===== config.mk =====
export PLATFORM = sky130hd
export DESIGN_NAME = mac_accumulator
export DESIGN_NICKNAME = d
export VERILOG_FILES = /design/src/rtl/mac_accumulator.sv
export SDC_FILE = /design/constraint.sdc
export NUM_CORES = 1
export LEC_CHECK = 0
export ABC_AREA = 1
export CAP_MARGIN = 20
export CORE_MARGIN = 3
export CORE_UTILIZATION = 55
export CTS_CLUSTER_SIZE = 16
export DETAILED_ROUTE_END_ITERATION = 8
export PLACE_DENSITY = 0.87
export SYNTH_ARGS = -nofsm -noshare
export SYNTH_HDL_FRONTEND = slang
export SYNTH_SLANG_ARGS = --single-unit
export TNS_END_PERCENT = 50

===== constraint.sdc =====
create_clock -name clk -period 2.9 [get_ports clk]
set_clock_uncertainty 0.1 [all_clocks]
set_input_delay 0.87 -clock clk [delete_from_list [all_inputs] [get_ports clk]]
set_output_delay 0.87 -clock clk [all_outputs]
set_load 0.02 [all_outputs]

===== src/rtl/mac_accumulator.sv =====
// Dot-product accumulator behind the 8-bit array multiplier. It sums len unsigned
// products into a wrapping ACC_W-bit register and presents the sum over valid/ready.
module mac_accumulator #(
  parameter int PROD_W = 16,
  parameter int ACC_W  = 24,
  parameter int LEN_W  = 8
) (
  input  logic              clk,
  input  logic              rst,
  input  logic              start,
  input  logic [LEN_W-1:0]  len,
  input  logic              prod_valid,
  input  logic [PROD_W-1:0] prod,
  output logic              prod_ready,
  output logic              res_valid,
  input  logic              res_ready,
  output logic [ACC_W-1:0]  result,
  output logic              overflow,
  output logic              busy
);

  typedef enum logic [1:0] {
    IDLE  = 2'd0,
    ACCUM = 2'd1,
    DONE  = 2'd2
  } state_t;

  state_t             state;
  logic [ACC_W-1:0]   acc;
  logic [LEN_W-1:0]   count;
  logic [ACC_W:0]     sum_ext;

  // One extra bit on the adder exposes the carry out of ACC_W for the sticky flag.
  always_comb begin
    sum_ext = {1'b0, acc} + {{(ACC_W - PROD_W + 1){1'b0}}, prod};
  end

  assign prod_ready = (state == ACCUM);
  assign res_valid  = (state == DONE);
  assign busy       = (state != IDLE);

  always_ff @(posedge clk or posedge rst) begin
    if (rst) begin
      state    <= IDLE;
      acc      <= '0;
      count    <= '0;
      result   <= '0;
      overflow <= 1'b0;
    end else begin
      case (state)
        IDLE: begin
          if (start) begin
            acc      <= '0;
            overflow <= 1'b0;
            if (len != '0) begin
              count <= len;
              state <= ACCUM;
            end else begin
              result <= '0;
              state  <= DONE;
            end
          end
        end
        ACCUM: begin
          if (prod_valid) begin
            acc      <= sum_ext[ACC_W-1:0];
            overflow <= overflow | sum_ext[ACC_W];
            count    <= count - LEN_W'(1);
            if (count == LEN_W'(1)) begin
              result <= sum_ext[ACC_W-1:0];
              state  <= DONE;
            end
          end
        end
        DONE: begin
          if (res_ready) begin
            state <= IDLE;
          end
        end
        default: state <= IDLE;
      endcase
    end
  end

endmodule


==> run summary, run 1 <==
Outcome: finished, final reports clean
HP Start: result[17]$_DFFE_PP0P_
Unrepaired setup endpoints after global routing: false
Die height: 90.7 µm
Final antenna-violating net count: 0
Crit. Startpoint: prod[0]
Pwr Density: 861 mW/mm²
CP Cell Sequence: clkdlybuf4s50_1 -> ha_1 -> fa_1 -> nand2_1 -> nand2_1 -> nand3_1 -> nand2_1 -> nand2_1 -> nand2_2 -> nand2_1 -> nand2_1 -> nor2_2 -> nand2_1 -> nand2_1
Post-Synth Simple-Gate Area: 37.9%
Drt first pass iters: 5
Area grow syn2layout: 24.1%
Post-Syn Area per Cell: 6.64 µm²
Remaining Overflow, GRT: 0
Register bit count reported by yosys: 59
Total CTS buffers: 9
Max-cap violations: 0
Final GP Congestion: 0.904
Reg2reg start: state[1]$_DFFE_PP0P_
Hold path cells: 2
FP Rows: 30
Slew at the pin with the worst max-slew slack: 0.642 ns
Via count: 4085
DP HPWL: 8.13 mm
Crit-path max FO: 5
Worst-path clk slew: 0.07 ns
Cell family with most CP delay: simple AND/OR/NAND/NOR gates
Peak supply drop: 0.762 mV
Startpoint class of the critical path: input pin
Ys Warns: 0
CTS Root Cell: clkbuf_8
Initial Util: 57.4%
Post-CTS setup buffers: 0
Sink Count: 59
Cells after Synth: 594
Max stage delay on crit path: 0.40 ns
Nets: 716
Core area: 0.00687 mm²
Endpoints failing setup: 0
Cell Area, Synth: 0.00394 mm²
Place WS: -0.221 ns
FILL cells: 590
Clock Latency Late Sink: 0.35 ns
Slew Limit Fails: 0
Placed Instance Area: 0.00473 mm²
Die Wd: 90.7 µm
Slack of the worst reg-to-reg path: 0.68 ns
Vias per Instance: 5.31
CP max-delay cell: clkdlybuf4s50_1
Worst path required time: 3.09 ns
DR WL/cell: 14.0 µm
Post-synthesis compound-gate area fraction: 9.52%
CP Capture Type: flip-flop
Antenna cell count: 0
Worst slew margin: 57.1%
Worst Setup Path Type: input pin to flip-flop
Syn_nets: 642
Routed WL: 10.8 mm
PostCTS Resize Cnt: 0
Worst path most repeated cell: nand2_1
First-pass GRT wire length: 17.9 mm
Vias in the first global route: 3954
Critical path arrival: 2.91 ns
Tcrit/Tclk final: 93.7%
Fin crit period: 2.72 ns
Setup TNS: 0 ns
Post-synthesis xor/xnor area fraction: 0.222%
Fin. Hold Viols: 0
Synth Area in Adders: 6.22%
Initial antenna violation count: 0
Final Cell Area: 0.00489 mm²
Post-synthesis sequential area ratio: 37.4%
Die ar.: 0.00822 mm²
CTS tree: built
Netlist cell types: 30
DRC viols: 0
Mux share of post-synthesis cell area: 0%
Hold WS: 0.381 ns
GRT Util Overall: 27.0%
Largest net degree at the start of global routing: 60
CTS Buffer Depth: 2
CTS Hold Bufs: 0
Largest family of logic cells by synthesized area: simple AND/OR/NAND/NOR gates
I/O Buffers: 56
Layout cells sized above 1: 7.58%
Hold EP: result[17]$_DFFE_PP0P_
Leakage: 2.55 nW
Worst R2R End: result[8]$_DFFE_PP0P_
CP bufs+invs: 1
H-tree depth: 3
Min-Delay Path Class: flip-flop to flip-flop
R2R cell count: 10
1st-iter DRT viols: 196
FMAX: 368 MHz
IO Count: 57
Setup ws final: 0.183 ns
-- layer usage --
metal	share of wire, %	wire [µm]	GRT usage, %
met5	0	0	0
met4	1.7	186	11.4
met3	6.4	687	4.33
met2	48	5140	45.0
met1	44	4740	34.7
-- state kept, by name (all words and copies together), names as in the netlist --
name      count
acc          24
result       24
count         8
state         2
overflow      1
-- layout by cell type, fill, tap and decap left out, types with 5 or more instances in the layout --
master           count
inv_1               70
o21ai_1             13
clkdlybuf4s50_1     56
nand2_1            238
nor2_1              45
nand3_1             27
dfrtp_1             59
buf_4               20
a21oi_1             18
ha_1                18
nand4_1             22
or2_2                5
nor3_1               6
o21ai_0             32
clkbuf_8             9
nand3b_1             5
-- per-stage QoR --
stage	std cells	total power [mW]	utilization (%)
6_report	769	4.21	71.2
5_1_grt	769	4.55	71.2
3_3_place_gp	753	3.46	68.8
4_1_cts	769	4.19	71.1
3_5_place_dp	753	3.54	68.8
2_1_floorplan	594	2.74	-
-- how the worst max path moves through the flow --
stage	to	slack [ns]	cells past startpoint
after floorplan	acc[16]$_DFFE_PP0P_	0.46	13
after global placement	result[16]$_DFFE_PP0P_	-0.10	14
after detailed placement	result[16]$_DFFE_PP0P_	-0.22	14
after CTS	result[16]$_DFFE_PP0P_	0.12	14
after global routing	result[8]$_DFFE_PP0P_	0.02	11
final	result[16]$_DFFE_PP0P_	0.18	14
-- report_power, final --
part	switching, mW	internal, mW	leakage, nW
clock network	0.341	0.305	0.0791
logic	1.49	0.840	1.68
registers	0.167	1.07	0.788
-- Yosys cell counts --
library cell    n  share of area [%]
o21bai_1        1               0.19
nand2_1       239                 23
or2_2           5               0.79
inv_2           2               0.19
dfrtp_1        59                 37
a22oi_1         2               0.38
nor2_1         46                4.4
nor3_1          6               0.76
nand4_1        22                3.5
o21ai_0        34                4.3
o22ai_1         2               0.32
o21ai_2         1               0.22
buf_4           1               0.19
nand3b_1        5               0.95
nand2_2         2               0.32
o21ai_1        11                1.4
a21oi_2         1               0.22
inv_1          71                6.8
o211ai_1        1               0.19
and2_1          2               0.32
buf_6           1               0.29
a21oi_1        18                2.3
ha_1           18                5.7
and3_1          1               0.16
clkbuf_1        9               0.86
xor2_1          1               0.22
fa_1            1               0.51
nand3_1        27                3.4
nor2_4          2               0.57
buf_2           3               0.38
-- tightest hold or removal path: stages (launching register included) --
cell	delay (ns)
dfrtp_1	0.34
nand2_1	0.05
nand2_1	0.06
-- area by class of cell --
class | instances | area [µm²] | area share, %
Timing Repair Buffer | 77 | 731 | 14.9
Sequential cell | 59 | 1480 | 30.2
Clock inverter | 5 | 30.0 | 0.614
Tap cell | 96 | 120 | 2.46
Inverter | 73 | 274 | 5.60
Multi-Input combinational cell | 448 | 2130 | 43.5
Clock buffer | 11 | 131 | 2.69
-- cell families after synthesis --
group                      Yosys count
AOI/OAI and AO/OA                   71
xor gates and xnor gates             1
adders and majority gates           19
buffers and inverters               87
DFF                                 59
and+or+nand+nor                    357
(Power assumes the default switching activity.)
==> run 2, diff against run 1 <==
- CELL_PAD_IN_SITES_DETAIL_PLACEMENT: unset -> 0
- CELL_PAD_IN_SITES_GLOBAL_PLACEMENT: unset -> 1
- CORE_UTILIZATION: 55 -> 39
==> run 2 against run 1 <==
- fmax grew 3.2%
- die area grew 38%
- core utilization shrank 21 points
- count of clock-buffer cells in the layout is the same
- worst setup slack gained 0.085 ns
- final cell count grew 4.9%
- routed wire length shrank 3.0%
- global-route usage shrank 7.4 points
- total power grew 1.8%
- sequential power is essentially flat
- non-clock buffer count grew 1
- via count shrank 4.1%
==> run summary, run 2 (synthesis results as in run 1) <==
Total power: 4.29 mW
Clock power frac: 17.8%
Crit-path max FO: 3
Most common cell after layout, fill and taps aside: nand2_1
Clock Latency Late Sink: 0.34 ns
Sw Ratio: 45.7%
GRT Util Overall: 19.6%
Critical path arrival: 1.66 ns
Vias in the first global route: 3752
Slew at the pin with the worst max-slew slack: 0.610 ns
Core area: 0.00982 mm²
Slew Limit Fails: 0
Largest net degree at the start of global routing: 60
CTS Hold Bufs: 0
Most frequent cells in the layout: nand2_1, inv_1, dfrtp_1
Initial antenna violation count: 0
Die height: 107 µm
DRC viols: 0
Initial Util: 40.2%
Final GP Congestion: 0.917
Worst path required time: 1.93 ns
Placed Instance Area: 0.00478 mm²
Sw Pwr: 1.96 mW
WL met2: 4.57 mm
Remaining Overflow, GRT: 0
Final antenna-violating net count: 0
Worst-path clk slew: 0.07 ns
FMAX: 380 MHz
FP Rows: 36
Unrepaired setup endpoints after global routing: false
CTS Buffer Depth: 2
IO Count: 57
Antenna cell count: 0
Power share of the combinational group: 53.6%
Drt first pass iters: 5
Wire length on met3: 508 µm
Top Layer Used: met4
Leakage: 2.58 nW
DP HPWL: 7.86 mm
Nets: 717
Fin. Hold Viols: 0
I/O Buffers: 56
Fin crit period: 2.63 ns
Max-cap violations: 0
Sink Count: 59
Final Cell Area: 0.00498 mm²
M1 WL: 5.18 mm
Pint: 2.33 mW
Sequential Power Share: 28.5%
Via count: 3917
CTS tree: built
Routed WL: 10.4 mm
Die ar.: 0.0114 mm²
Worst Setup Path Type: flip-flop to output pin
Biggest regs: acc (24), result (24), count (8)
CP Capture Type: output pin
DR WL/cell: 12.9 µm
Peak supply drop: 0.431 mV
Startpoint class of the critical path: flip-flop
Vias per Instance: 4.85
Layout cells sized above 1: 7.72%
1st-iter DRT viols: 215
CTS Root Cell: clkbuf_8
Pwr Density: 861 mW/mm²
First-pass GRT wire length: 17.8 mm
Worst slew margin: 59.2%
H-tree depth: 3
Die Wd: 107 µm
Tcrit/Tclk final: 90.7%
Total CTS buffers: 9
Endpoints failing setup: 0
Area grow syn2layout: 26.2%
Min-Delay Path Class: flip-flop to flip-flop
Outcome: finished, final reports clean
==> run 2: changes by cell type in the layout (fill, tap and decap cells not counted) <==
cell        change
nor2_2          -1
o21ai_1         -2
nor2_1          +1
o21ai_0         +2
clkinvlp_4      -1
buf_4           +1
bufinv_16       +1
clkbuf_8        +1
clkbuf_1        -1
==> run 2: final cells by class <==
cell class,count,area [µm²]
Fill cell,1061,4840
Multi-Input combinational cell,448,2130
Sequential cell,59,1480
Timing Repair Buffer,78,738
Inverter,73,274
Tap cell,133,166
Clock buffer,11,141
Clock inverter,5,52.6
==> run 2: worst max-delay path, stage by stage, from the launching register on <==
cell and delay (ns):
dfrtp_1 0.43, inv_1 0.12, nand2_2 0.07, inv_1 0.08
clkdlybuf4s50_1 0.63
==> run 2: power groups by stage <==
stage / logic, mW / registers [mW] / clock network (mW)
after floorplan: 1.43 / 1.32 / 0
after global placement: 2.28 / 1.23 / 0
after detailed placement: 2.30 / 1.24 / 0
after CTS: 2.31 / 1.23 / 0.779
after global routing: 2.61 / 1.26 / 0.817
final: 2.30 / 1.22 / 0.764
==> run 2: what timing repair did <==
action | CTS | global route
gates resized for setup | 0 | 1
buffers inserted | 0 | 0
endpoints found under the setup margin | 0 | 2
endpoints found under the hold margin | 0 | 0
==> run 2: metal layers <==
metal | vias to the layer above | global-route usage [%]
li1 | 2045 | -
met1 | 1778 | 28.4
met2 | 82 | 29.8
met3 | 12 | 3.58
met4 | 0 | 5.66
met5 | - | 0
==> run 2: per-stage QoR <==
step / setup slack (ns) / std cells / util (%) / setup TNS (ns) / hold slack (ns)
floorplan: 0.458 / 594 / - / 0 / 0.346
global placement: -0.121 / 791 / 48.7 / -0.548 / 0.362
detailed placement: -0.150 / 791 / 48.7 / -1.05 / 0.362
CTS: 0.211 / 807 / 50.6 / 0 / 0.380
global route: 0.0310 / 807 / 50.7 / 0 / 0.408
finish: 0.268 / 807 / 50.7 / 0 / 0.375
==> run 2: final timing paths <==
path	start	to	slack [ns]	cells after the start
min in group asynchronous	rst	acc[2]$_DFFE_PP0P_	0.81	3
worst max-delay path	state[1]$_DFFE_PP0P_	prod_ready	0.27	4
worst max register to register	acc[0]$_DFFE_PP0P_	acc[16]$_DFFE_PP0P_	0.84	13
max in group asynchronous	rst	acc[13]$_DFFE_PP0P_	1.63	3
worst min register to register	result[2]$_DFFE_PP0P_	result[2]$_DFFE_PP0P_	0.38	2
worst min-delay path	result[2]$_DFFE_PP0P_	result[2]$_DFFE_PP0P_	0.38	2
==> run 3, diff against run 2 <==
- CORE_UTILIZATION: 39 -> 25
- PLACE_DENSITY: 0.87 -> 0.62
- RECOVER_POWER: unset -> 100
==> run 3 against run 2 <==
- the run now ends with max-capacitance violations, max-slew violations left
- fmax decreased by 3.0%
- register-to-register slack worse by 0.19 ns
- final cell count is 11% higher
- largest cell class unchanged
- largest power group unchanged
- die area is 53% higher
- highest routed layer unchanged
- sequential power barely moved
- core utilization down 16 points
- final area grew 5.6%
- critical endpoint is now result[8]$_DFFE_PP0P_
- sequential share of layout area fell by 1.6 points
- hold slack got worse by 0.0041 ns
- first-iteration DRC count grew 0.47%
- count of clock-buffer cells in the layout increased by 1
==> run summary, run 3 (synthesis results as in run 1) <==
Sequential Power Share: 25.7%
Clock power frac: 25.0%
Slack of the worst reg-to-reg path: 0.65 ns
Sw Pwr: 2.04 mW
Sink Count: 59
DR WL/cell: 13.4 µm
Via count: 3945
Final antenna-violating net count: 0
Remaining Overflow, GRT: 0
DRC viols: 0
I/O Buffers: 56
H-tree depth: 3
CTS Buffer Depth: 2
Routed WL: 11.9 mm
Antenna cell count: 0
Initial antenna violation count: 0
Most frequent cells in the layout: nand2_1, inv_1, dfrtp_1
Final GP Congestion: 0.868
Unrepaired setup endpoints after global routing: false
Clock Latency Late Sink: 0.34 ns
Pint: 2.70 mW
Pwr Density: 902 mW/mm²
Slew Limit Fails: 60
Die ar.: 0.0173 mm²
Failing checks: max-capacitance violations, max-slew violations
CTS Root Cell: clkbuf_16
Tcrit/Tclk final: 93.5%
FP Rows: 45
Fin crit period: 2.71 ns
Power share of the combinational group: 49.3%
Sw Ratio: 43.0%
FILL cells: 1724
Total power: 4.74 mW
Worst R2R End: count[4]$_DFFE_PP0P_
Critical path arrival: 2.85 ns
Most common cell after layout, fill and taps aside: nand2_1
R2R cell count: 9
Post-Route Utilization: 34.3%
End point of the critical path: result[8]$_DFFE_PP0P_
1st-iter DRT viols: 216
Crit. Startpoint: prod[0]
GRT Util Overall: 14.4%
Max-cap violations: 1
CTS tree: built
Die height: 132 µm
First-pass GRT wire length: 20.1 mm
Nets: 725
Core area: 0.0153 mm²
Worst path required time: 3.04 ns
Fin. Hold Viols: 0
Layout cells sized above 1: 8.50%
Worst slew margin: -1.29%
FMAX: 369 MHz
Area grow syn2layout: 33.3%
Vias in the first global route: 3963
Crit-path max FO: 3
Biggest regs: acc (24), result (24), count (8)
Worst-path clk slew: 0.05 ns
Drt first pass iters: 5
Initial Util: 25.7%
Outcome: complete, but fails checks
Slew at the pin with the worst max-slew slack: 1.52 ns
Vias per Instance: 4.42
Worst Setup Path Type: input pin to flip-flop
Largest net degree at the start of global routing: 60
IO Count: 57
Reg2reg start: state[0]$_DFFE_PP0P_
CP Capture Type: flip-flop
Total CTS buffers: 9
Die Wd: 132 µm
Startpoint class of the critical path: input pin
Leakage: 2.75 nW
Peak supply drop: 0.367 mV
Endpoints failing setup: 0
DP HPWL: 8.89 mm
Min-Delay Path Class: flip-flop to flip-flop
## run 3: cell types whose count changed in the layout (fill, tap and decap cells not counted), moves of 2 or more
cell,delta
o21ai_0,+10
and2_0,+2
clkbuf_4,+6
dlygate4sd3_1,+28
clkbuf_2,+2
clkinv_2,-2
clkbuf_16,+9
clkbuf_8,-8
clkdlybuf4s50_1,-28
o21ai_1,-10
and2_1,-2
## run 3: worst min-delay path by stage
stage | from | endpoint | cells past startpoint
finish | result[2]$_DFFE_PP0P_ | result[2]$_DFFE_PP0P_ | 2
CTS | acc[2]$_DFFE_PP0P_ | acc[2]$_DFFE_PP0P_ | 2
global route | result[2]$_DFFE_PP0P_ | result[2]$_DFFE_PP0P_ | 2
floorplan | acc[2]$_DFFE_PP0P_ | acc[2]$_DFFE_PP0P_ | 2
detailed placement | acc[2]$_DFFE_PP0P_ | acc[2]$_DFFE_PP0P_ | 2
global placement | acc[2]$_DFFE_PP0P_ | acc[2]$_DFFE_PP0P_ | 2
## run 3: routing by layer
layer  global-route usage [%]  up-vias  wire length (µm)
li1                         -     2060                 -
met1                     19.3     1789              6000
met2                     22.5       78              5220
met4                     5.54        0               211
met5                        0        -                 0
met3                     3.48       18               508
## run 3: what timing repair did
item,CTS,global route
hold endpoints to repair,0,0
resized for setup,0,2
endpoints found under the setup margin,0,2
hold buffers,0,0
setup buffers,0,0
## run 3: per-stage QoR
stage	instances	TNS (ns)	instance area [µm²]	hold slack [ns]	worst slack, ns
4_1_cts	893	0	5280	0.378	0.132
5_1_grt	893	0	5260	0.391	0.0250
2_1_floorplan	594	0	3940	0.346	0.458
3_3_place_gp	877	-1.78	4950	0.361	-0.169
6_report	893	0	5260	0.371	0.188
3_5_place_dp	877	-2.73	4950	0.364	-0.222
## run 3: area by class of cell
| cell class | instances | area (µm²) | area share (%) |
|---|---|---|---|
| multi-input combinational | 448 | 2120 | 40.3 |
| timing repair buffer | 86 | 793 | 15.1 |
| tap | 211 | 264 | 5.02 |
| clock inverter | 4 | 72.6 | 1.38 |
| sequential | 59 | 1480 | 28.1 |
| clock buffer | 12 | 256 | 4.88 |
| inverter | 73 | 274 | 5.21 |
## run 3: power groups by stage
stage | registers [mW] | clock network [mW] | logic [mW]
detailed placement | 1.24 | 0 | 2.43
global route | 1.25 | 1.27 | 2.65
CTS | 1.23 | 1.23 | 2.44
global placement | 1.23 | 0 | 2.42
finish | 1.22 | 1.19 | 2.34
floorplan | 1.32 | 0 | 1.43
## run 3: critical path, cell delays in order
cell	delay, ns
clkdlybuf4s50_1	0.40
ha_1	0.23
fa_1	0.39
nand2_1	0.10
nand2_1	0.09
nand3_1	0.13
nand2_1	0.09
clkbuf_4	0.15
a21oi_1	0.10
o21ai_0	0.11
o21ai_0	0.19
